### src/rtl/xor_cipher_pkg.sv
// Shared constants and keystream step function for the multi-lane cipher.
// Keystream widths up to KS_MAX bits are supported.
package xor_cipher_pkg;

  localparam logic MODE_ROTATE = 1'b0;
  localparam logic MODE_LFSR   = 1'b1;

  localparam int KS_MAX = 64;
  localparam logic [31:0] DEF_LFSR_TAPS = 32'h8020_0003;
  localparam int DEF_HB_W = 24;

  // ks and taps are zero-extended to KS_MAX; w is the live width.
  function automatic logic [KS_MAX-1:0] next_ks(
    input logic [KS_MAX-1:0] ks,
    input logic              mode,
    input logic [KS_MAX-1:0] taps,
    input int                w
  );
    logic [KS_MAX-1:0] r;
    r = ks >> 1;
    if (mode == MODE_LFSR) begin
      r = r ^ (ks[0] ? taps : '0);
    end else begin
      r = r | (KS_MAX'(ks[0]) << (w - 1));
    end
    return r;
  endfunction

endpackage

### src/rtl/keystream_channel.sv
// One bit-serial cipher lane: keystream state plus registered XOR output.
// load has priority over advance for ks; dout always uses the old ks[0].
module keystream_channel
  import xor_cipher_pkg::*;
#(
  parameter int              KEY_W = 32,
  parameter logic [KEY_W-1:0] TAPS = '0
) (
  input  logic             clk,
  input  logic             rst_n,
  input  logic             adv,
  input  logic             load,
  input  logic             mode,
  input  logic [KEY_W-1:0] seed,
  input  logic             din,
  output logic             dout
);

  logic [KEY_W-1:0] ks;
  logic [KEY_W-1:0] ks_step;

  assign ks_step = KEY_W'(next_ks(
    KS_MAX'(ks), mode, KS_MAX'(TAPS), KEY_W));

  always_ff @(posedge clk or negedge rst_n) begin
    if (!rst_n) begin
      ks   <= '0;
      dout <= 1'b0;
    end else begin
      if (adv) begin
        dout <= din ^ ks[0];
      end
      if (load) begin
        ks <= seed;
      end else if (adv) begin
        ks <= ks_step;
      end
    end
  end

endmodule

### src/rtl/multi_lfsr_stream_cipher.sv
// N-lane XOR stream cipher with serial {mode,key} config chain.
// CIPHER_LFSR_EN enables the Galois LFSR keystream mode.
module multi_lfsr_stream_cipher
  import xor_cipher_pkg::*;
#(
  parameter int               KEY_W     = 32,
  parameter int               CH        = 2,
  parameter logic [KEY_W-1:0] LFSR_TAPS = KEY_W'(DEF_LFSR_TAPS),
  parameter int               HB_W      = DEF_HB_W
) (
  input  logic          clk,
  input  logic          rst_n,
  input  logic          cfg_en,
  input  logic          cfg_i,
  output logic          cfg_o,
  input  logic [CH-1:0] ch_en,
  input  logic [CH-1:0] sync,
  input  logic [CH-1:0] din,
  output logic [CH-1:0] dout,
  output logic          ready,
  output logic [2:0]    heartbeat
);

  logic [KEY_W:0]   cfg_q;
  logic             cfg_en_q;
  logic             commit;
  logic             live;
  logic             mode;
  logic [KEY_W-1:0] key;
  logic [KEY_W-1:0] seed;
  logic [HB_W-1:0]  hb;

  assign key    = cfg_q[KEY_W-1:0];
  assign commit = cfg_en_q & ~cfg_en;
  assign live   = ready & ~cfg_en;
  assign cfg_o  = cfg_q[KEY_W];

`ifdef CIPHER_LFSR_EN
  assign mode = cfg_q[KEY_W];
  // An all-zero LFSR state never leaves zero, so seed it with 1.
  assign seed = (mode == MODE_LFSR && key == '0)
              ? KEY_W'(1) : key;
`else
  assign mode = MODE_ROTATE;
  assign seed = key;
`endif

  always_ff @(posedge clk or negedge rst_n) begin
    if (!rst_n) begin
      cfg_q    <= '0;
      cfg_en_q <= 1'b0;
      ready    <= 1'b0;
      hb       <= '0;
    end else begin
      cfg_en_q <= cfg_en;
      hb       <= hb + 1'b1;
      if (cfg_en) begin
        cfg_q <= {cfg_q[KEY_W-1:0], cfg_i};
      end
      if (commit) begin
        ready <= 1'b1;
      end
    end
  end

  assign heartbeat = hb[HB_W-1 -: 3];

  for (genvar c = 0; c < CH; c++) begin : g_ch
    keystream_channel #(
      .KEY_W (KEY_W),
      .TAPS  (LFSR_TAPS)
    ) u_ch (
      .clk   (clk),
      .rst_n (rst_n),
      .adv   (ch_en[c] & live),
      .load  (commit | (sync[c] & live)),
      .mode  (mode),
      .seed  (seed),
      .din   (din[c]),
      .dout  (dout[c])
    );
  end

endmodule

### config.mk
export PLATFORM = sky130hd
export DESIGN_NAME = multi_lfsr_stream_cipher
export DESIGN_NICKNAME = d
export VERILOG_FILES = /design/src/rtl/xor_cipher_pkg.sv /design/src/rtl/keystream_channel.sv /design/src/rtl/multi_lfsr_stream_cipher.sv
export SDC_FILE = /design/constraint.sdc
export NUM_CORES = 1
export LEC_CHECK = 0
export ABC_AREA = 1
export CAP_MARGIN = 20
export CORE_AREA = 5 5 101 103
export DETAILED_ROUTE_END_ITERATION = 16
export DIE_AREA = 0 0 106 108
export PLACE_DENSITY = 0.79
export SYNTH_ARGS = -nofsm -noshare
export SYNTH_HDL_FRONTEND = slang
export SYNTH_SLANG_ARGS = --single-unit
### constraint.sdc
create_clock -name clk -period 3 [get_ports clk]
set_input_delay 0.3 -clock clk [delete_from_list [all_inputs] [get_ports clk]]
set_output_delay 0.3 -clock clk [all_outputs]
set_load 0.005 [all_outputs]
==> qor.yml <==
setup_path:
  critPathSlowestCell: "dfrtp_1"
  path_delay_family: "simple AND/OR/NAND/NOR gates"
  r2r-start: "ready"
  r2r_end: "g_ch[0].u_ch.ks[9]"
  path_cells: "nand3_2 -> nand2_4 -> inv_2 -> nand2_2 -> o21ai_0"
  arrival_ps: 2260
  cp-end-kind: "flip-flop"
  critPathLaunchType: "flip-flop"
  crit_required_ps: 3360
  critPathMaxStageDelay_ps: 480
  cp.buffers_inverters: 1
  worst-setup-path-type: "reg -> reg"
  r2r_cells: 5
  critical_path.max_fanout: 61
  ff2ff_setup_slack_ps: 1100
final_layout:
  drive_above_1_share_pct: 7.25
  final_common_cell: "nand2_1"
  diodes: 0
  fill_cells: 673
  final_area_sq_um: 6580
  final_cell_mix: "nand2_1 (155), o21ai_0 (133), dfrtp_1 (125)"
  final_util_pct: 72.2
  nNetsFinal: 729
  area_growth_pct: 13.2
  ff_latch_area_sq_um: 3130
  multi_input_area_sq_um: 2070
placed_design:
  place_ws_ps: 861
  dpl-instance-area_sq_um: 5940
  place.gp.congestion: 0.830
  port_buffers: 16
  hpwlAfterDp_microns: 6720
grt:
  overflow: 0
  grt.total_usage_pct: 21.5
  grt_max_degree: 88
  grt_pass1_vias: 4589
  antenna_found_initial: 0
  grt_pass1_wl_microns: 20000
sta:
  fin_crit_sh_pct: 63.3
  setup_ws_ps: 1100
  min_period_ps: 1900
  relSlewSlack_pct: 62.2
  grt_setup_unrepaired: "false"
  fin_skew_ps: 6.48
  drv_slew: 0
  worstMarginPinSlew_ps: 568
  setup_violations: 0
  tns_ps: 0
  hold_viol: 0
  fmax_mhz: 527
clock_tree:
  cts_buffers: 17
  post_cts_resized: 0
  insertion_delay_ps: 510
  hold_buffers: 1
  cts_buffer_depth: 2
  clock_sinks: 125
  cts_root_buf: "clkbuf_8"
  tritoncts: "built"
  clk_pin_slew_ps: 60
  htreeDepth: 4
  post-cts-setup-buffers: 0
logic_synthesis:
  synth_area_leaders: "dfrtp_1 (54%), o21ai_0 (11%), nand2_1 (10%), inv_1 (6.7%), nor2_1 (5.4%)"
  synth_top_area_share_pct: 53.8
  synth.net_count: 724
  syn_avg_cell_area_sq_um: 8.15
  synth-seq-cells: 125
  async_reset_ff_share_pct: 100
  synth_edf_count: 0
  syn_area_sq_um: 5810
  synth_area_leader_cell: "dfrtp_1"
  synth_cells: 713
  synth_ff_type: "dfrtp_1"
  ys_seq_area_share_pct: 53.8
  synthDistinctLibCells: 25
  yosys_warnings: 0
routing:
  routed_wl_microns: 10900
  post-route-drc-count: 0
  wl_per_cell_microns: 12.9
  antenna_left: 0
  dr.first_iter.drc_count: 222
  dr_total_vias: 4435
  via_per_inst: 5.27
  drtPass1Iterations: 5
min_path:
  hp-start: "cfg_en"
  hold_path_class: "in -> reg"
  holdPathEnd: "cfg_q[0]"
  whs_path_depth: 4
flow_run:
  drv_cap: 0
die:
  die-height_microns: 108
  die_area_sq_um: 11400
  start_util_pct: 63.8
  ioPinCount: 17
  die_width_microns: 106
  design.core.area_sq_um: 9110
  rows: 35
power_and_ir_drop:
  powerDensity_nw_per_um2: 712
  ir_drop_mv: 0.435
  power_leakage_nw: 3.18
status:
  run_status: "completed"
[layer usage]
layer	wire length (microns)	global-route usage, %	vias to the layer above
li1	-	-	2226
met1	4880	25.6	2125
met2	5580	38.7	73
met3	322	4.72	11
met4	105	7.12	0
met5	0	0	-
[report_power, final]
part	internal [mW]	total (mW)	switching, mW
combinational	0.187	0.564	0.377
clock	1.37	2.12	0.743
sequential	1.91	2.00	0.0882
total	3.48	4.68	1.21
[registers in the layout, indices dropped and copies added, names as in the netlist]
register        flops
cfg_q              33
g_ch.u_ch.ks       64
hb                 24
cfg_en_q            1
ready               1
g_ch.u_ch.dout      2
[through the flow]
stage / power (mW) / hold slack [ps] / std cells
global placement: 2.55 / 299 / 809
global route: 4.93 / 134 / 842
detailed placement: 2.58 / 306 / 809
floorplan: 2.43 / 4.41 / 713
finish: 4.68 / 138 / 842
CTS: 4.72 / 109 / 842
[worst max-delay path by stage]
| stage | startpoint | end | slack (ps) | cells after the start |
|---|---|---|---|---|
| CTS | ready | g_ch[0].u_ch.ks[9] | 1100 | 5 |
| global placement | sync[0] | g_ch[0].u_ch.ks[14] | 950 | 6 |
| finish | ready | g_ch[0].u_ch.ks[9] | 1100 | 5 |
| detailed placement | sync[0] | g_ch[0].u_ch.ks[19] | 860 | 6 |
| floorplan | hb[0] | hb[22] | 1740 | 8 |
| global route | ready | g_ch[0].u_ch.ks[19] | 870 | 5 |
[kinds of logic after synthesis]
family | Yosys count | synth area share [%]
simple gates | 265 | 18.9
compound gates | 163 | 14.0
buf+inv | 143 | 10.6
flops | 125 | 53.8
xor+xnor | 16 | 2.41
fa+ha+maj | 1 | 0.215
[area by class of cell]
type	instances	share of cell area, %
inverter	107	6.18
clock buffer	19	6.56
timing repair buffer	22	3.23
sequential	125	47.6
tap	111	2.11
multi-input combinational	445	31.4
clock inverter	13	2.91
[worst register-to-register path: stages, from the launching register on]
cell     delay, ps
dfrtp_1        480
nand3_2        130
nand2_4        410
inv_2          140
nand2_2        420
o21ai_0        180
[synthesized netlist by cell type (2+ instances only)]
master / number
a21oi_1: 8
buf_2: 14
buf_4: 5
buf_6: 5
clkbuf_1: 12
dfrtp_1: 125
inv_1: 104
inv_2: 2
nand2_1: 155
nand2_2: 2
nand2_4: 3
nand3_1: 4
nand3_2: 4
nand3b_1: 7
nand4_1: 2
nor2_1: 84
nor2_2: 2
o21ai_0: 133
o21ai_1: 22
xnor2_1: 8
xor2_1: 8
Note: power is estimated with default switching activity, not from simulation.
